--- src/rtl/bram_port_client_if.sv ---
`timescale 1ns/1ps
`default_nettype none
// ============================================================================
//  Module   : bram_port_client_if
//  Purpose  : Bundles the client request/response handshake and the BRAM port
//             drives of bram_port_client into one interface.
//  Ports    : slave  - view used by bram_port_client (accepts requests,
//                      drives the BRAM port, returns responses)
//             master - view used by the client/BRAM environment
//  Signals  : rd_req_en/rd_req_addr/rd_rdy          read request handshake
//             wr_req_en/wr_req_addr/wr_req_data/wr_rdy  write request handshake
//             rsp_valid/rsp_data/rsp_deq            read response handshake
//             bram_rd_addr/bram_re/bram_wr_addr/bram_we/bram_di  BRAM drives
//             bram_do/bram_init                     BRAM returns
//             outstanding                           reads issued, not dequeued
//  Revision : 1.0 - initial release
// ============================================================================
interface bram_port_client_if #(
  parameter int DATA_WIDTH = 36,
  parameter int ADDR_WIDTH = 9,
  parameter int RSP_DEPTH  = 2
);
  localparam int c_OW = $clog2(RSP_DEPTH) + 1;

  logic                  rd_req_en;
  logic [ADDR_WIDTH-1:0] rd_req_addr;
  logic                  rd_rdy;
  logic                  wr_req_en;
  logic [ADDR_WIDTH-1:0] wr_req_addr;
  logic [DATA_WIDTH-1:0] wr_req_data;
  logic                  wr_rdy;
  logic                  rsp_valid;
  logic [DATA_WIDTH-1:0] rsp_data;
  logic                  rsp_deq;
  logic [ADDR_WIDTH-1:0] bram_rd_addr;
  logic                  bram_re;
  logic [ADDR_WIDTH-1:0] bram_wr_addr;
  logic                  bram_we;
  logic [DATA_WIDTH-1:0] bram_di;
  logic [DATA_WIDTH-1:0] bram_do;
  logic                  bram_init;
  logic [c_OW-1:0]       outstanding;

  modport slave (
    input  rd_req_en, rd_req_addr, wr_req_en, wr_req_addr, wr_req_data, rsp_deq,
           bram_do, bram_init,
    output rd_rdy, wr_rdy, rsp_valid, rsp_data,
           bram_rd_addr, bram_re, bram_wr_addr, bram_we, bram_di, outstanding
  );

  modport master (
    output rd_req_en, rd_req_addr, wr_req_en, wr_req_addr, wr_req_data, rsp_deq,
           bram_do, bram_init,
    input  rd_rdy, wr_rdy, rsp_valid, rsp_data,
           bram_rd_addr, bram_re, bram_wr_addr, bram_we, bram_di, outstanding
  );
endinterface
`default_nettype wire

--- src/rtl/bram_port_client.sv ---
`timescale 1ns/1ps
`default_nettype none
// ============================================================================
//  Module   : bram_port_client
//  Purpose  : Initiator side of one BRAM port. Turns a latency-insensitive
//             request/response handshake into BRAM port drives, tracks the
//             read in flight and buffers read data in a response FIFO so a
//             stalled consumer never loses a read. Reads are credit-limited
//             to RSP_DEPTH outstanding; a write wins a same-cycle conflict.
//  Ports    : clka  - clock, all state on rising edge
//             rst_n - asynchronous active-low reset
//             bus   - bram_port_client_if.slave (handshakes + BRAM port)
//  Revision : 1.0 - initial release
// ============================================================================
module bram_port_client #(
  parameter int DATA_WIDTH = 36,
  parameter int ADDR_WIDTH = 9,
  parameter int RSP_DEPTH  = 2
) (
  input  wire logic             clka,
  input  wire logic             rst_n,
  bram_port_client_if.slave     bus
);

  localparam int              c_PW    = $clog2(RSP_DEPTH);
  localparam int              c_OW    = c_PW + 1;
  localparam logic [c_OW-1:0] c_DEPTH = c_OW'(RSP_DEPTH);

  logic [DATA_WIDTH-1:0] r_mem [RSP_DEPTH];
  logic [c_PW-1:0]       r_wr_ptr;
  logic [c_PW-1:0]       r_rd_ptr;
  logic [c_OW-1:0]       r_count;
  logic [c_OW-1:0]       r_outstanding;
  logic                  r_infl;

  logic w_wr_rdy;
  logic w_rd_rdy;
  logic w_we;
  logic w_re;
  logic w_valid;
  logic w_enq;
  logic w_deq;

  // rst_n is folded in so the ready outputs drop the instant reset asserts.
  assign w_wr_rdy = rst_n & bus.bram_init;
  assign w_rd_rdy = w_wr_rdy & (r_outstanding != c_DEPTH);

  // One op per cycle on the port: the write takes it, the read is left
  // unaccepted and the client keeps presenting it.
  assign w_we = bus.wr_req_en & w_wr_rdy;
  assign w_re = bus.rd_req_en & w_rd_rdy & ~w_we;

  assign w_valid = (r_count != '0);
  // Data from a read issued last cycle is on bram_do now; BRAM_INIT does not
  // gate this, so a read in flight is always captured.
  assign w_enq   = r_infl;
  assign w_deq   = w_valid & bus.rsp_deq;

  assign bus.rd_rdy       = w_rd_rdy;
  assign bus.wr_rdy       = w_wr_rdy;
  assign bus.bram_re      = w_re;
  assign bus.bram_we      = w_we;
  assign bus.bram_rd_addr = bus.rd_req_addr;
  assign bus.bram_wr_addr = bus.wr_req_addr;
  assign bus.bram_di      = bus.wr_req_data;
  assign bus.rsp_valid    = w_valid;
  assign bus.rsp_data     = r_mem[r_rd_ptr];
  assign bus.outstanding  = r_outstanding;

  always_ff @(posedge clka or negedge rst_n) begin
    if (!rst_n) begin
      r_infl        <= 1'b0;
      r_wr_ptr      <= '0;
      r_rd_ptr      <= '0;
      r_count       <= '0;
      r_outstanding <= '0;
    end else begin
      r_infl <= w_re;
      // Pointers wrap naturally because RSP_DEPTH is a power of two.
      if (w_enq) r_wr_ptr <= r_wr_ptr + c_PW'(1);
      if (w_deq) r_rd_ptr <= r_rd_ptr + c_PW'(1);

      case ({w_enq, w_deq})
        2'b10:   r_count <= r_count + c_OW'(1);
        2'b01:   r_count <= r_count - c_OW'(1);
        default: r_count <= r_count;
      endcase

      case ({w_re, w_deq})
        2'b10:   r_outstanding <= r_outstanding + c_OW'(1);
        2'b01:   r_outstanding <= r_outstanding - c_OW'(1);
        default: r_outstanding <= r_outstanding;
      endcase
    end
  end

  // Storage has no reset: r_count alone decides which entries are live.
  always_ff @(posedge clka) begin
    if (w_enq) r_mem[r_wr_ptr] <= bus.bram_do;
  end

  // Credits cover both the in-flight read and the buffered entries, so the
  // FIFO can never be written while full without a same-cycle dequeue.
  a_no_overflow: assert property (@(posedge clka) disable iff (!rst_n)
    !(w_enq && !w_deq && (r_count == c_DEPTH)));
  a_outstanding_range: assert property (@(posedge clka) disable iff (!rst_n)
    r_outstanding <= c_DEPTH);

endmodule
`default_nettype wire

--- src/flat_wrapper.sv ---
// flat-port wrapper written by rule: the top's interface ports become plain ports
module bram_port_client_flat 
#(
  parameter int DATA_WIDTH = 36,
  parameter int ADDR_WIDTH = 9,
  parameter int RSP_DEPTH  = 2
)
  (clka, rst_n, bus_rd_req_en, bus_rd_req_addr, bus_wr_req_en, bus_wr_req_addr, bus_wr_req_data, bus_rsp_deq, bus_bram_do, bus_bram_init, bus_rd_rdy, bus_wr_rdy, bus_rsp_valid, bus_rsp_data, bus_bram_rd_addr, bus_bram_re, bus_bram_wr_addr, bus_bram_we, bus_bram_di, bus_outstanding);
  bram_port_client_if #(.DATA_WIDTH(DATA_WIDTH), .ADDR_WIDTH(ADDR_WIDTH), .RSP_DEPTH(RSP_DEPTH)) bus_i ();
  input  wire logic clka;
  input  wire logic rst_n;
  input wire logic [$bits(bus_i.rd_req_en)-1:0] bus_rd_req_en;
  input wire logic [$bits(bus_i.rd_req_addr)-1:0] bus_rd_req_addr;
  input wire logic [$bits(bus_i.wr_req_en)-1:0] bus_wr_req_en;
  input wire logic [$bits(bus_i.wr_req_addr)-1:0] bus_wr_req_addr;
  input wire logic [$bits(bus_i.wr_req_data)-1:0] bus_wr_req_data;
  input wire logic [$bits(bus_i.rsp_deq)-1:0] bus_rsp_deq;
  input wire logic [$bits(bus_i.bram_do)-1:0] bus_bram_do;
  input wire logic [$bits(bus_i.bram_init)-1:0] bus_bram_init;
  output wire logic [$bits(bus_i.rd_rdy)-1:0] bus_rd_rdy;
  output wire logic [$bits(bus_i.wr_rdy)-1:0] bus_wr_rdy;
  output wire logic [$bits(bus_i.rsp_valid)-1:0] bus_rsp_valid;
  output wire logic [$bits(bus_i.rsp_data)-1:0] bus_rsp_data;
  output wire logic [$bits(bus_i.bram_rd_addr)-1:0] bus_bram_rd_addr;
  output wire logic [$bits(bus_i.bram_re)-1:0] bus_bram_re;
  output wire logic [$bits(bus_i.bram_wr_addr)-1:0] bus_bram_wr_addr;
  output wire logic [$bits(bus_i.bram_we)-1:0] bus_bram_we;
  output wire logic [$bits(bus_i.bram_di)-1:0] bus_bram_di;
  output wire logic [$bits(bus_i.outstanding)-1:0] bus_outstanding;
  assign bus_i.rd_req_en = bus_rd_req_en;
  assign bus_i.rd_req_addr = bus_rd_req_addr;
  assign bus_i.wr_req_en = bus_wr_req_en;
  assign bus_i.wr_req_addr = bus_wr_req_addr;
  assign bus_i.wr_req_data = bus_wr_req_data;
  assign bus_i.rsp_deq = bus_rsp_deq;
  assign bus_i.bram_do = bus_bram_do;
  assign bus_i.bram_init = bus_bram_init;
  assign bus_rd_rdy = bus_i.rd_rdy;
  assign bus_wr_rdy = bus_i.wr_rdy;
  assign bus_rsp_valid = bus_i.rsp_valid;
  assign bus_rsp_data = bus_i.rsp_data;
  assign bus_bram_rd_addr = bus_i.bram_rd_addr;
  assign bus_bram_re = bus_i.bram_re;
  assign bus_bram_wr_addr = bus_i.bram_wr_addr;
  assign bus_bram_we = bus_i.bram_we;
  assign bus_bram_di = bus_i.bram_di;
  assign bus_outstanding = bus_i.outstanding;
  bram_port_client #(.DATA_WIDTH(DATA_WIDTH), .ADDR_WIDTH(ADDR_WIDTH), .RSP_DEPTH(RSP_DEPTH)) u_core (.clka(clka), .rst_n(rst_n), .bus(bus_i));
endmodule
--- config.mk ---
export PLATFORM = sky130hd
export DESIGN_NAME = bram_port_client_flat
export DESIGN_NICKNAME = d
export VERILOG_FILES = /design/src/rtl/bram_port_client_if.sv /design/src/rtl/bram_port_client.sv /design/src/flat_wrapper.sv
export SDC_FILE = /design/constraint.sdc
export NUM_CORES = 1
export LEC_CHECK = 0
export CAP_MARGIN = 10
export CORE_UTILIZATION = 42
export CTS_BUF_LIST = sky130_fd_sc_hd__clkbuf_8 sky130_fd_sc_hd__clkbuf_16
export DETAILED_ROUTE_END_ITERATION = 12
export PLACE_DENSITY = 0.93
export SLEW_MARGIN = 20
export SYNTH_ARGS = -nofsm -noshare
export SYNTH_HDL_FRONTEND = slang
export SYNTH_SLANG_ARGS = --single-unit
--- constraint.sdc ---
create_clock -name clka -period 5.7 [get_ports clka]
set_clock_uncertainty 0.1 [all_clocks]
set_input_delay 0.855 -clock clka [delete_from_list [all_inputs] [get_ports clka]]
set_output_delay 0.855 -clock clka [all_outputs]
set_load 0.005 [all_outputs]
==> metrics, run 1 <==
synthesized area=0.00351 sq mm; 1st-iter DRT viols=48; Post-Synth XOR/XNOR Area=2.00%; post-synthesis simple-gate area fraction=1.82%; CTS buffer count=9; register area=0.00234 sq mm; Max FO, Critical Path=9; Tmin final=3.60 ns; die area=0.00872 sq mm; Sink Count=79; postcts setup bufs=0; Routed Antenna Nets=0; Critical Path Sink=bus_bram_re; yosys warns=0; type of the tightest min-delay check=register to register; CTS tree=built; R2R depth=2; CP required=4.74 ns; clock-pin transition on the worst setup and hold timing paths=0.08 ns; row cnt=32; final setup vio count=0; leakage=1.52 nW; Max Cap Viol=0; DP HPWL=3860 um; DR DRC count=0; worst setup path startpoint=rst_n; crit path kind=input pin to output pin; Post-Synthesis Cells=196; Worst setup SP type=input pin; Post-Synthesis Net Count=294; Slew Viols, Final=0; setup TNS=0 ns; slew margin rel.=29.4%; final hold violations=0; final-layout fill cell count=635; die width=93.4 um; peak supply drop=0.198 mV; I/O Pins=193; Synth Register Bits=79; achievable clock frequency=278 MHz; routability cong.=0.705; Final period util=63.1%; layout cells sized above 1=24.4%; outcome=finished clean; register area share after synthesis=66.7%; Detailed Route WL=5730 um; hold-fix buffer count after cts=0; setup slack, reg-to-reg=3.92 ns; number of global-route vias before repair=1738; vias after detailed routing=1619; r2r startpoint=u_core.r_infl; FF-to-FF End=u_core.r_mem[0][13]; pin count of the biggest net entering global routing=38; Pre-antenna DRT Iters=4; Core Box Area=0.00789 sq mm; initial antenna violation count=0; Post-Syn Area per Cell=17.9 sq um; initial core utilization=44.4%; Pwr Density=387 mW/mm^2; CTS H-tree depth=3; WL/cell=16.8 um; CTS root buffer=clkbuf_8; main combinational cell family by area after synthesis=multiplexers; worst-margin pin slew=1.06 ns; die height=93.4 um; crit path capture type=output pin; ANT cells=0; adder-cell share of the synthesized area=0.714%; grt ovf=0; Final Power=1.63 mW; mux contribution to synthesized area=14.7%; Layout area overhead=20.2%; vias per inst=4.76; first-pass GRT wire length=8780 um; post-layout util=53.4%; post-CTS sizing=0; area occupied by multi-input gates=693 sq um; clock tree buffer depth=2; Synth cell types=19; RSZ-0062 raised after global routing=no; Tot GR Track Use=14.0%; clk_lat worst skew=0.35 ns; port bufs=84; nets=331; compound-cell area share of the yosys netlist=0.321%; crit path DAT=2.64 ns
==> logic make-up (layout without fill, tap and decap cells) <==
| group | Yosys count | count (layout) |
|---|---|---|
| DFF | 79 | 79 |
| buffers and inverters | 60 | 102 |
| and+or+nand+nor | 10 | 10 |
| AOI/OAI and AO/OA | 1 | 1 |
| adders and majority gates | 2 | 2 |
| xor gates and xnor gates | 8 | 8 |
| muxes | 36 | 36 |
==> cell usage after synthesis (all sizes together) <==
cell	number	area, sq um
or2	1	8.76
inv	2	7.51
a21boi	1	11.3
buf	58	477
mux2	36	514
ha	2	25.0
edfxtp	72	2160
nor2	3	11.3
dfrtp	7	175
and3	1	6.26
xnor2	4	35.0
and2	3	21.3
nand3b	1	7.51
xor2	4	35.0
and3b	1	8.76
==> area by class of cell <==
cell class	count	area share, %
Sequential cell	79	55.6
Clock buffer	9	2.94
Timing Repair Buffer	84	20.0
Multi-Input combinational cell	57	16.5
Inverter	2	0.178
Clock inverter	7	1.87
Tap cell	102	3.03
==> worst max-delay path, cell delays in order <==
cell,delay (ns)
clkdlybuf4s50_1,0.69
and2_1,0.20
a21boi_2,0.20
and3b_1,0.20
clkdlybuf4s50_1,0.50
==> how the worst min path moves through the flow <==
stage / from / to / slack, ns / cells past startpoint
detailed placement: u_core.r_infl / u_core.r_wr_ptr / 0.37 / 1
global placement: u_core.r_count[1] / u_core.r_count[1] / 0.36 / 1
CTS: u_core.r_infl / u_core.r_wr_ptr / 0.38 / 1
global route: u_core.r_infl / u_core.r_wr_ptr / 0.41 / 1
finish: u_core.r_count[1] / u_core.r_count[1] / 0.38 / 1
floorplan: u_core.r_count[1] / u_core.r_count[1] / 0.34 / 1
==> routing by layer <==
metal	GRT usage [%]	wire [um]	share of wire [%]
met1	14.2	2040	36
met2	23.7	2940	51
met3	5.20	478	8.3
met4	9.49	272	4.8
met5	0	0	0
==> where the power goes <==
part	switching (mW)	internal [mW]
sequential	0.0951	0.677
clock	0.212	0.208
combinational	0.107	0.331
total	0.414	1.22
==> state kept, by name, summed over array words and instances (netlist names) <==
name                    flops
u_core.r_wr_ptr             1
u_core.r_infl               1
u_core.bus.outstanding      2
u_core.r_count              2
u_core.r_rd_ptr             1
u_core.r_mem               72
==> placed cells by master (no fill, tap or decap), types with 2 or more instances in the layout <==
cell	netlist	routed
clkbuf_8	0	9
clkinv_4	0	2
nor2_1	3	2
inv_1	2	2
edfxtp_1	72	72
inv_6	0	3
mux2_2	7	7
ha_1	2	2
xor2_1	4	4
dfrtp_1	7	6
xnor2_1	4	4
clkdlybuf4s50_1	0	84
mux2_4	29	29
==> metrics by stage <==
stage | cells | hold WS (ns) | setup slack [ns] | instance area [sq um]
after detailed placement | 324 | 0.374 | 2.08 | 4010
after CTS | 340 | 0.385 | 2.06 | 4210
after floorplan | 196 | 0.343 | 3.23 | 3510
final | 340 | 0.379 | 2.10 | 4210
after global routing | 340 | 0.409 | 1.93 | 4210
after global placement | 324 | 0.360 | 2.14 | 4010
Power figures use the tool's default switching activity.
==> inputs of run 2 (changes only) <==
- CORE_UTILIZATION: 42 -> 39
- PLACE_DENSITY: 0.93 -> 0.88
- clock period: 5.7 -> 3.7 ns (I/O delays scaled with it)
==> run 2 against run 1 <==
  * Routed wire length down 2.5%
  * Largest power group unchanged
  * Register-to-register slack worse by 1.9 ns
  * Combinational power up 71%
  * Critical path depth unchanged
  * Critical path type unchanged
  * Sequential share of layout area down 1.1 points
  * Core utilization down 4.2 points
  * Via count down 0.43%
  * Clock-buffer cell count unchanged
  * Sequential power up 46%
==> metrics, run 2 (synthesized netlist as in run 1, its figures left out) <==
Placed Cells=332 (was 324); crit path capture type=output pin (unchanged); initial core utilization=40.2% (was 44.4%); Layout area overhead=22.5% (was 20.2%); clock-pin transition on the worst setup and hold timing paths=0.07 ns (was 0.08 ns); Tmin final=2.98 ns; Pre-antenna DRT Iters=3 (was 4); Final period util=80.6%; layout cells sized above 1=24.5% (was 24.4%); initial antenna violation count=0 (unchanged); CTS buffer count=9 (unchanged); crit path DAT=2.33 ns (was 2.64 ns); Routed Antenna Nets=0 (unchanged); Sw Share=23.4% (was 25.4%); DP Area=0.00403 sq mm (was 0.00401 sq mm); Final Non-Filler Cells=349 (was 340); routability cong.=0.691 (was 0.705); ANT cells=0 (unchanged); clk_lat worst skew=0.33 ns (was 0.35 ns); Max FO, Critical Path=9 (unchanged); most used cell, CP=clkdlybuf4s50_1 (unchanged); slack of the critical path=0.717 ns (was 2.10 ns); Finished Cell Area=0.00430 sq mm (was 0.00421 sq mm); die width=96.8 um (was 93.4 um); die height=96.8 um (was 93.4 um); sequential power share=43.2% (was 47.4%); final setup vio count=0 (unchanged); most common library cell in the layout ignoring fill and taps=clkdlybuf4s50_1 (unchanged); Sink Count=79 (unchanged); leakage=1.55 nW (was 1.52 nW); Max Cap Viol=0 (unchanged); post-layout util=49.3% (was 53.4%); Final Power=2.62 mW (was 1.63 mW); Largest Register=u_core.r_mem (unchanged); clock tree buffer depth=2 (unchanged); Detailed Route WL=5580 um (was 5730 um); Pwr Density=610 mW/mm^2 (was 387 mW/mm^2); worst-margin pin slew=0.895 ns (was 1.06 ns); type of the tightest min-delay check=register to register (unchanged); nets=334 (was 331); postcts setup bufs=0 (unchanged); pin count of the biggest net entering global routing=37 (was 38); 1st-iter DRT viols=20 (was 48); Slew Viols, Final=0 (unchanged); outcome=finished clean (unchanged); grt ovf=0 (unchanged); port bufs=84 (unchanged); DP HPWL=3780 um (was 3860 um); CTS root buffer=clkbuf_8 (unchanged); die area=0.00937 sq mm (was 0.00872 sq mm); final hold violations=0 (unchanged); WL/cell=16.0 um (was 16.8 um); CP required=3.04 ns (was 4.74 ns); worst slack at placement=0.669 ns (was 2.08 ns); setup TNS=0 ns (unchanged); CP Cell Sequence=clkdlybuf4s50_1 > and2_1 > a21boi_2 > and3b_1 > clkdlybuf4s50_1 (unchanged); CTS tree=built (unchanged); cell family with most CP delay=buffers and inverters (unchanged); crit path kind=input pin to output pin (unchanged); vias per inst=4.62 (was 4.76); Slowest cell on crit path=clkdlybuf4s50_1 (unchanged); I/O Pins=193 (unchanged); vias after detailed routing=1612 (was 1619); internal power=2.01 mW (was 1.22 mW); hold-fix buffer count after cts=0 (unchanged); RSZ-0062 raised after global routing=no (unchanged); peak supply drop=0.241 mV (was 0.198 mV); CP bufs+invs=2 (unchanged); first-pass GRT wire length=8740 um (was 8780 um); CTS H-tree depth=3 (unchanged); Worst Hold Slack=0.380 ns (was 0.379 ns); most frequent cells in the layout=clkdlybuf4s50_1 (84), edfxtp_1 (72), mux2_4 (29) (unchanged); CP peak stage delay=0.68 ns (was 0.69 ns); achievable clock frequency=335 MHz; Net Sw Power=0.613 mW (was 0.414 mW); Tot GR Track Use=12.2% (was 14.0%); post-CTS sizing=0 (unchanged); slew margin rel.=40.3% (was 29.4%); max reg flops=72 (unchanged); Logic pwr share=28.5% (was 26.9%); DR DRC count=0 (unchanged); clock power share=28.3% (was 25.8%); number of global-route vias before repair=1749 (was 1738); Core Box Area=0.00872 sq mm (was 0.00789 sq mm); Worst setup SP type=input pin (unchanged); row cnt=34 (was 32)
## run 2: changes by cell type in the layout (fill, tap and decap cells not counted), moves of 2 or more
cell,delta
buf_4,+2
bufinv_16,+2
inv_1,+2
inv_6,-3
## run 2: per-layer routing
layer	part of all wire, %	global-route usage (%)	up-vias
met5	0	0	-
met4	2.8	5.40	0
met3	8.2	5.92	31
met2	50	19.9	78
met1	39	13.5	773
li1	-	-	730
## run 2: layout make-up
class | count | area (sq um)
clock buffer | 9 | 124
clock inverter | 7 | 114
fill | 726 | 4430
inverter | 2 | 7.51
multi-input combinational | 57 | 693
sequential | 79 | 2340
tap | 108 | 135
timing repair buffer | 87 | 883
## run 2: power groups by stage
stage | clock, mW | combinational (mW) | sequential (mW)
after floorplan | 0 | 0.559 | 1.09
after global placement | 0 | 0.742 | 1.15
after detailed placement | 0 | 0.756 | 1.16
after CTS | 0.765 | 0.758 | 1.14
after global routing | 0.802 | 0.798 | 1.15
final | 0.742 | 0.747 | 1.13
## run 2: final timing paths
check | end | from | slack [ns] | depth (start not counted)
max | bus_bram_re | rst_n | 0.72 | 5
min | u_core.r_wr_ptr | u_core.r_infl | 0.38 | 1
max reg2reg | u_core.r_count[1] | u_core.r_count[0] | 2.02 | 5
min reg2reg | u_core.r_wr_ptr | u_core.r_infl | 0.38 | 1
max in group asynchronous | u_core.r_rd_ptr | rst_n | 2.83 | 1
min in group asynchronous | u_core.r_rd_ptr | rst_n | 0.39 | 1
